**config.mk**
```make
export PLATFORM = sky130hd
export DESIGN_NAME = cmd_initiator
export DESIGN_NICKNAME = d
export VERILOG_FILES = /design/src/rtl/keylime_cmd_pkg.sv /design/src/rtl/cmd_payload_buf.sv /design/src/rtl/cmd_initiator.sv
export SDC_FILE = /design/constraint.sdc
export NUM_CORES = 1
export LEC_CHECK = 0
export CAP_MARGIN = 20
export CORE_MARGIN = 2
export CORE_UTILIZATION = 45
export DETAILED_ROUTE_END_ITERATION = 12
export PLACE_DENSITY = 0.74
export SLEW_MARGIN = 20
export SYNTH_ARGS = -nofsm -noshare
export SYNTH_HDL_FRONTEND = slang
export SYNTH_SLANG_ARGS = --single-unit
```
**constraint.sdc**
```tcl
create_clock -name clk -period 3.45 [get_ports clk]
set_input_delay 0.69 -clock clk [delete_from_list [all_inputs] [get_ports clk]]
set_output_delay 0.69 -clock clk [all_outputs]
set_load 0.02 [all_outputs]
```
**src/rtl/keylime_cmd_pkg.sv**
```systemverilog
// rtl/keylime_cmd_pkg.sv - shared types and constants for the command initiator
package keylime_cmd_pkg;

  typedef enum logic [2:0] {
    ST_IDLE,
    ST_SEND_OP,
    ST_SEND_LEN,
    ST_SEND_PL,
    ST_SEND_CSUM,
    ST_WAIT_RESP,
    ST_DONE
  } cmd_state_t;

  localparam logic [7:0] STATUS_LEN_ERR = 8'hFE;
  localparam logic [7:0] STATUS_TIMEOUT = 8'hFF;

  // Frame: opcode, len, payload[0..len-1], checksum (XOR of all preceding bytes)
  localparam int         FRAME_OVERHEAD = 3;
  localparam logic [7:0] CSUM_INIT      = 8'h00;

endpackage

```
**src/rtl/cmd_payload_buf.sv**
```systemverilog
// rtl/cmd_payload_buf.sv - payload byte store with sync write and comb read
module cmd_payload_buf #(
  parameter int DATA_WIDTH = 8,
  parameter int MAX_LEN    = 16,
  parameter int ADDR_W     = 4
) (
  input  logic                  clk,
  input  logic                  wr_en,
  input  logic [ADDR_W-1:0]     wr_addr,
  input  logic [DATA_WIDTH-1:0] wr_data,
  input  logic [ADDR_W-1:0]     rd_addr,
  output logic [DATA_WIDTH-1:0] rd_data
);

  logic [DATA_WIDTH-1:0] mem [MAX_LEN];

  // No reset: contents deliberately persist across resets and commands.
  always_ff @(posedge clk) begin
    if (wr_en && (32'(wr_addr) < MAX_LEN)) begin
      mem[wr_addr] <= wr_data;
    end
  end

  assign rd_data = (32'(rd_addr) < MAX_LEN) ? mem[rd_addr] : '0;

endmodule

```
**src/rtl/cmd_initiator.sv**
```systemverilog
// rtl/cmd_initiator.sv - framed command sender with status reply wait and timeout
module cmd_initiator
  import keylime_cmd_pkg::*;
#(
  parameter int DATA_WIDTH     = 8,
  parameter int MAX_LEN        = 16,
  parameter int TIMEOUT_CYCLES = 1024,
  parameter int LEN_W          = $clog2(MAX_LEN + 1),
  localparam int PL_AW         = (MAX_LEN > 1) ? $clog2(MAX_LEN) : 1
) (
  input  logic                  clk,
  input  logic                  rst_n,
  input  logic                  pl_wr_en,
  input  logic [PL_AW-1:0]      pl_wr_addr,
  input  logic [DATA_WIDTH-1:0] pl_wr_data,
  input  logic                  cmd_valid,
  output logic                  cmd_ready,
  input  logic [DATA_WIDTH-1:0] cmd_opcode,
  input  logic [LEN_W-1:0]      cmd_len,
  output logic [DATA_WIDTH-1:0] out_data,
  output logic                  out_valid,
  input  logic                  out_ready,
  input  logic [DATA_WIDTH-1:0] in_data,
  input  logic                  in_valid,
  output logic                  in_ready,
  output logic                  busy,
  output logic                  done,
  output logic [DATA_WIDTH-1:0] status,
  output logic                  timeout
);

  localparam int              TO_W      = $clog2(TIMEOUT_CYCLES);
  localparam logic [TO_W-1:0] TO_LAST   = TO_W'(TIMEOUT_CYCLES - 1);
  localparam logic [LEN_W-1:0] MAX_LEN_L = LEN_W'(MAX_LEN);

  cmd_state_t            state_q, state_d;
  logic [DATA_WIDTH-1:0] out_data_q, out_data_d;
  logic                  out_valid_q, out_valid_d;
  logic [DATA_WIDTH-1:0] csum_q, csum_d;
  logic [LEN_W-1:0]      len_q, len_d;
  logic [LEN_W-1:0]      pl_idx_q, pl_idx_d;
  logic [TO_W-1:0]       wait_cnt_q, wait_cnt_d;
  logic [DATA_WIDTH-1:0] status_q, status_d;
  logic                  timeout_q, timeout_d;

  logic                  byte_accepted;
  logic [DATA_WIDTH-1:0] csum_next;
  logic [DATA_WIDTH-1:0] pl_rd_data;
  logic                  state_idle;

  assign state_idle = (state_q == ST_IDLE);

  cmd_payload_buf #(
    .DATA_WIDTH (DATA_WIDTH),
    .MAX_LEN    (MAX_LEN),
    .ADDR_W     (PL_AW)
  ) u_payload_buf (
    .clk     (clk),
    .wr_en   (pl_wr_en && state_idle),
    .wr_addr (pl_wr_addr),
    .wr_data (pl_wr_data),
    .rd_addr (pl_idx_q[PL_AW-1:0]),
    .rd_data (pl_rd_data)
  );

  always_ff @(posedge clk) begin
    if (!rst_n) begin
      state_q     <= ST_IDLE;
      out_data_q  <= '0;
      out_valid_q <= 1'b0;
      csum_q      <= CSUM_INIT;
      len_q       <= '0;
      pl_idx_q    <= '0;
      wait_cnt_q  <= '0;
      status_q    <= '0;
      timeout_q   <= 1'b0;
    end else begin
      state_q     <= state_d;
      out_data_q  <= out_data_d;
      out_valid_q <= out_valid_d;
      csum_q      <= csum_d;
      len_q       <= len_d;
      pl_idx_q    <= pl_idx_d;
      wait_cnt_q  <= wait_cnt_d;
      status_q    <= status_d;
      timeout_q   <= timeout_d;
    end
  end

  // out_data always holds the byte on offer; the next byte is loaded on the
  // handshake so back-to-back bytes go out at one per cycle.
  always_comb begin
    state_d       = state_q;
    out_data_d    = out_data_q;
    out_valid_d   = out_valid_q;
    csum_d        = csum_q;
    len_d         = len_q;
    pl_idx_d      = pl_idx_q;
    wait_cnt_d    = wait_cnt_q;
    status_d      = status_q;
    timeout_d     = timeout_q;
    byte_accepted = out_valid_q && out_ready;
    csum_next     = csum_q ^ out_data_q;

    case (state_q)
      ST_IDLE: begin
        if (cmd_valid) begin
          len_d     = cmd_len;
          csum_d    = CSUM_INIT;
          pl_idx_d  = '0;
          timeout_d = 1'b0;
          if (cmd_len > MAX_LEN_L) begin
            status_d = STATUS_LEN_ERR;
            state_d  = ST_DONE;
          end else begin
            out_data_d  = cmd_opcode;
            out_valid_d = 1'b1;
            state_d     = ST_SEND_OP;
          end
        end
      end
      ST_SEND_OP: begin
        if (byte_accepted) begin
          csum_d     = csum_next;
          out_data_d = DATA_WIDTH'(len_q);
          state_d    = ST_SEND_LEN;
        end
      end
      ST_SEND_LEN: begin
        if (byte_accepted) begin
          csum_d = csum_next;
          if (len_q == '0) begin
            out_data_d = csum_next;
            state_d    = ST_SEND_CSUM;
          end else begin
            out_data_d = pl_rd_data;
            pl_idx_d   = pl_idx_q + LEN_W'(1);
            state_d    = ST_SEND_PL;
          end
        end
      end
      ST_SEND_PL: begin
        // pl_idx_q counts payload bytes already loaded into out_data.
        if (byte_accepted) begin
          csum_d = csum_next;
          if (pl_idx_q == len_q) begin
            out_data_d = csum_next;
            state_d    = ST_SEND_CSUM;
          end else begin
            out_data_d = pl_rd_data;
            pl_idx_d   = pl_idx_q + LEN_W'(1);
          end
        end
      end
      ST_SEND_CSUM: begin
        if (byte_accepted) begin
          out_valid_d = 1'b0;
          out_data_d  = '0;
          wait_cnt_d  = '0;
          state_d     = ST_WAIT_RESP;
        end
      end
      ST_WAIT_RESP: begin
        // A reply arriving on the terminal count still wins over the timeout.
        if (in_valid) begin
          status_d  = in_data;
          timeout_d = 1'b0;
          state_d   = ST_DONE;
        end else if (wait_cnt_q == TO_LAST) begin
          status_d  = STATUS_TIMEOUT;
          timeout_d = 1'b1;
          state_d   = ST_DONE;
        end else begin
          wait_cnt_d = wait_cnt_q + TO_W'(1);
        end
      end
      ST_DONE: begin
        state_d = ST_IDLE;
      end
      default: begin
        state_d = ST_IDLE;
      end
    endcase
  end

  // Ready outputs are gated by rst_n so they stay low while reset is held.
  assign cmd_ready = rst_n && state_idle;
  assign in_ready  = rst_n && (state_idle || (state_q == ST_WAIT_RESP));
  assign busy      = !state_idle;
  assign done      = (state_q == ST_DONE);
  assign out_data  = out_data_q;
  assign out_valid = out_valid_q;
  assign status    = status_q;
  assign timeout   = timeout_q;

endmodule

```
Word level (Yosys, flattened, before mapping):

Memory sizes are Yosys's and may differ from the RTL's. A register that Yosys moved wholly into a read port is not among the register bits.
Cells that the tools add are included.
W data, S select, Z words.

* memory bits (read-only): 0
* latch bits: 0
* memories kept: 1
* bits of input ports: 39
* memory bits (writable): 128
* word-level logic and storage cells: 110
* bits in registers: 49
* output and inout port bits: 22

Memory list
* u_payload_buf.mem: depth 16, bits a word 8, rd ports 1, clocked after Yosys merged registers in 1, write ports 1, RTL line cmd_payload_buf.sv:15 `logic [DATA_WIDTH-1:0] mem [MAX_LEN];`

* reduce and logical (&&, ||, !) cells: 24
* equality and inequality tests: 22
* add/subtract/negate cells: 2
* bitwise operators: 1
* shifts and indexed selects: 0
* multipliers: 0
* divide/modulo/power cells: 0
* muxes and demuxes: 50
* order comparisons: 1

Operators by type and width (number)
* $mux W8: 14
* $pmux W8 S5: 1
* $pmux W8 S2: 2
* $mux W10: 3
* $mux W3: 10
* $mux W5: 5
* $ne A2 B2 Y1 const B: 11
* $pmux W10 S2: 1
* $pmux W3 S6: 1
* $pmux W5 S3: 1
* $reduce_and A7 Y1: 2
* $reduce_and A4 Y1: 3
* $add A10 B1 Y10 const B: 1
* $eq A10 B10 Y1 const B: 1
* $eq A3 B3 Y1 const B: 3
* $mux W1: 8
* $mux W4: 2
* $reduce_bool A2 Y1: 4
* $xor A8 B8 Y8: 1
* $eq A3 B2 Y1 const B: 2
* $reduce_and A3 Y1: 2
* $reduce_and A6 Y1: 1
* $add A5 B1 Y5 const B: 1
* $eq A5 B5 Y1: 1
* other kinds (14): 19

Depth between registers and ports, before layout:

* depth in word-level cells: 6
* gate-level depth with buffers: 8
* mapped depth without buffers: 6

Cells and area by module:

A second synthesis with hierarchy kept.

* cells, all modules: 558
* area total of the unflattened synthesis: 7861.3 um^2

By module, submodules not included
* cmd_payload_buf: seq. area each 3843.7 um^2, cells each 221, area each 4987.3 um^2, times used 1
* cmd_initiator: seq. area each 980.9 um^2, cells each 337, area each 2874.0 um^2, times used 1

Least setup slack after synthesis:

OpenSTA, ideal clock, no wires.

* path type: register to register
* from: register state_q[1]
* to: memory u_payload_buf.mem[0][0] (enable)
* cell stages (with the launch flop): 6
* period minus slack after synthesis: 2.214 ns
* path slack: 1.236 ns
* library setup time: 0.383 ns
* required time: 3.067 ns
* arrival time: 1.831 ns
* path through: dfxtp_1 buf_2 nor3_2 nand2_1 or3_1 nor3_1

* word-level cells in the longest chain between the ends: 4

RTL lines
* from (decl): RTL line cmd_initiator.sv:36 `cmd_state_t state_q, state_d;`
* from (signal assigned): RTL line cmd_initiator.sv:78 `state_q <= state_d;`
* $logic_not A3 Y1: RTL line cmd_initiator.sv:51 `assign state_idle = (state_q == ST_IDLE);`
* $logic_and A1 B1 Y1: RTL line cmd_initiator.sv:59 `.wr_en (pl_wr_en && state_idle),`
* $mux W1: RTL line cmd_payload_buf.sv:19 `if (wr_en && (32'(wr_addr) < MAX_LEN)) begin`
* $mux W1 (not written as such): RTL line cmd_payload_buf.sv:20 `mem[wr_addr] <= wr_data;`
* to (decl): RTL line cmd_payload_buf.sv:15

No other way between the ends.

Final worst setup path:

* from: register state_q[1]
* to: output port busy

* word-level cells in the longest chain between the ends: 2

RTL lines
* $logic_not A3 Y1: RTL line cmd_initiator.sv:51
* $logic_not A1 Y1: RTL line cmd_initiator.sv:189 `assign busy = !state_idle;`
* to (decl): RTL line cmd_initiator.sv:26 `output logic busy,`

No other way between the ends.

==> key figures <==
Status
  – Status: finished clean

Clock tree
  – Worst-path clk slew: roughly 0.070 ns
  – Num CTS Buffers: 17
  – CTS tree: built
  – Clock Path Buffers: 2
  – Clock sinks: between 150 and 200
  – H-Tree Depth: 4
  – Skew-Pair Late Insertion Delay: around 0.44 ns
  – Post-cts sizing count: 0
  – CTS root buf: clkbuf_16
  – Post-CTS setup buffers: 0
  – Cts hold-fix bufs: 0

Synth
  – Post-synth top flop: edfxtp_1
  – Synth Area in XOR/XNOR: 2.77%
  – Async set-reset flop share out of synthesis: 0%
  – Yosys warning count: 0
  – Area leader, netlist: edfxtp_1
  – Post-synth top cells: edfxtp_1, nor2_1, dfxtp_1
  – Syn Std Cell Area: 7910 um^2
  – Post-synth cell types: 64
  – Most frequent cell after synthesis: edfxtp_1
  – Syn nets: just over 600
  – Syn Area/Cell: roughly 14 um^2
  – Synth Area in Compound Gates: under 10%
  – Synth top area cells: edfxtp_1, dfxtp_1, mux4_2
  – Post-synthesis sequential area ratio: roughly 62%
  – Multiplexer area fraction after synthesis: a little over a tenth
  – Cell count after synthesis: 564
  – Synth Area in Simple Gates: a little under an eighth
  – Post-synth top area share: ~49%
  – Flip-flop and latch count after synthesis: about 180
  – Post-Synth Adder-Cell Area: 0.317%
  – EDFF count, synth: roughly 130
  – Largest family of logic cells by synthesized area: simple AND/OR/NAND/NOR gates

Routing
  – Drt pass-1 iters: 5
  – ANT nets after route: 0
  – Initial DRC Count: around 500
  – Via density: between 5 and 6
  – Via count: 5083
  – Avg WL per Cell: 19.8 um
  – Total Wirelength: around 17 mm
  – Residual DRC: 0

Min path
  – Worst hold-check path type: reg2reg
  – WHS Endpoint: csum_q[4]$_SDFFE_PN0P_
  – Hold Crit Depth: 2
  – Critical hold path startpoint: csum_q[4]$_SDFFE_PN0P_

Critical path
  – Cells on worst reg2reg path: 6
  – Startpoint Class: flop
  – R2R setup slack: just over 1 ns
  – Worst Setup Path Type: reg2out
  – Critical Path Slowest Stage Cell: dfxtp_1
  – Reg-to-reg endpoint: u_payload_buf.mem[13][6]$_DFFE_PP_
  – Max incr delay on CP: around 0.79 ns
  – Data required, critical path: roughly 2.8 ns
  – Crit path cell chain: nor3_2 -> inv_1 -> clkdlybuf4s50_1
  – Arrival @ worst endpoint: between 2 and 2.5 ns
  – Crit path capture type: primary output
  – Max Fanout on Critical Path: 22
  – RR Startpoint: state_q[1]$_SDFFE_PN0P_

Placement
  – HPWL Detailed: 11.8 mm
  – Port Buffer Count: 60
  – Post-Place Worst Slack: 0.556 ns
  – RD Place Congestion: 0.872

Global route
  – Gr usage total: about 20%
  – First-pass GRT wire length: about 27 mm
  – Gr ovfl total: 0
  – Largest net degree at the start of global routing: 33
  – Initial antenna violation count: 0
  – Vias in the first global route: about 5200

Timing
  – Final Max Tran Viols: 0
  – Slew @ Worst Pin: 0.894 ns
  – Final setup violation count: 0
  – Fmax: approximately 0.35 GHz
  – Rel. slew slack: around two fifths
  – Tmin final: 2.86 ns
  – Setup TNS: 0 ns
  – Worst clock skew: between 0.009 and 0.01 ns
  – RSZ-0062 raised after global routing: no
  – Final Worst Setup Slack: 0.590 ns
  – Final hold violation count: 0
  – Fin crit share: between 80% and 90%

Floorplan
  – Total die area: between 15000 and 20000 um^2
  – Site Rows: 48
  – Die Y: 137 um
  – Starting density of the core: between 40% and 50%
  – Core area: around 17000 um^2
  – Die width: approximately 140 um
  – Ports: just over 60

Final layout
  – Syn-to-layout area delta: 17.9%
  – Final core utilization: 54.1%
  – Layout cells sized above 1: 15.1%
  – Antenna cell count: 0
  – Number of filler cells placed in the layout: around 1400
  – # nets final: 680

Pwr
  – Peak supply drop: 0.420 mV
  – Power Density: between 600 and 700 nW/um^2
  – LEAKAGE: approximately 3.1 nW

Job
  – Max_cap viols: 0
-- flip-flops by register name, indices dropped and copies added, names as in the netlist, named ones only --
name / cells
wait_cnt_q: 10
u_payload_buf.mem: 128
csum_q: 8
status: 8
len_q: 5
out_valid: 1
out_data: 8
pl_idx_q: 5
state_q: 3
timeout: 1
-- cell type report --
type | count | area [um^2] | share of cell area (%)
Clock inverter | 14 | 128 | 1.37
Sequential cell | 181 | 4910 | 52.7
Inverter | 6 | 22.5 | 0.242
Multi-Input combinational cell | 352 | 2780 | 29.9
Clock buffer | 17 | 425 | 4.57
Timing Repair Buffer | 81 | 771 | 8.27
Tap cell | 225 | 282 | 3.02
-- worst max path at each step --
stage	startpoint	to	slack, ns	cells after the start
after CTS	state_q[1]$_SDFFE_PN0P_	busy	0.60	3
after global placement	cmd_len[1]	out_data[7]$_SDFFE_PN0P_	0.66	7
final	state_q[1]$_SDFFE_PN0P_	busy	0.59	3
after detailed placement	cmd_len[1]	out_data[5]$_SDFFE_PN0P_	0.56	6
after floorplan	state_q[1]$_SDFFE_PN0P_	u_payload_buf.mem[0][0]$_DFFE_PP_	1.24	5
after global routing	state_q[1]$_SDFFE_PN0P_	busy	0.51	3
-- stage by stage --
step	cells	hold slack, ns	cell area, um^2	total power, mW
floorplan	564	0.432	7910	3.91
global placement	845	0.444	8760	4.40
detailed placement	845	0.470	8760	4.45
CTS	876	0.482	9320	6.30
global route	876	0.508	9320	6.55
finish	876	0.481	9320	6.27
-- worst max-delay path: cells and delay by family (launching register included) --
kind                   cells  cell delay (ns)
and+or+nand+nor            1             0.12
DFF                        1             0.79
buffers and inverters      2             0.83
-- report_power, final --
group | switching [mW] | internal (mW) | leakage (nW)
Sequential | 0.181 | 2.47 | 1.59
Clock | 0.906 | 0.951 | 0.267
Combinational | 1.01 | 0.755 | 1.25
-- placed cells by master (no fill, tap or decap), drive strengths merged, types with 17 or more instances in the layout --
cell / Yosys / layout
o21ai: 24 / 24
nor2: 58 / 58
clkdlybuf4s50: 0 / 60
clkbuf: 15 / 17
edfxtp: 128 / 128
dfxtp: 53 / 53
nand2: 47 / 47
a21oi: 31 / 31
mux4: 33 / 33
buf: 10 / 21
-- metal layers --
metal / vias to the layer above / global-route usage (%) / wire length (um)
met5: - / 0 / 0
met4: 0 / 6.02 / 243
met3: 24 / 5.22 / 1010
met2: 176 / 34.5 / 8810
met1: 2539 / 24.1 / 7320
li1: 2344 / - / -
-- cells by family after synthesis --
kind of cell	Yosys count
buffers and inverters	31
AOI/OAI and AO/OA	108
xor gates and xnor gates	25
DFF	181
adders and majority gates	2
and+or+nand+nor	178
muxes	39
No activity file was read; power rests on OpenSTA's default activity.
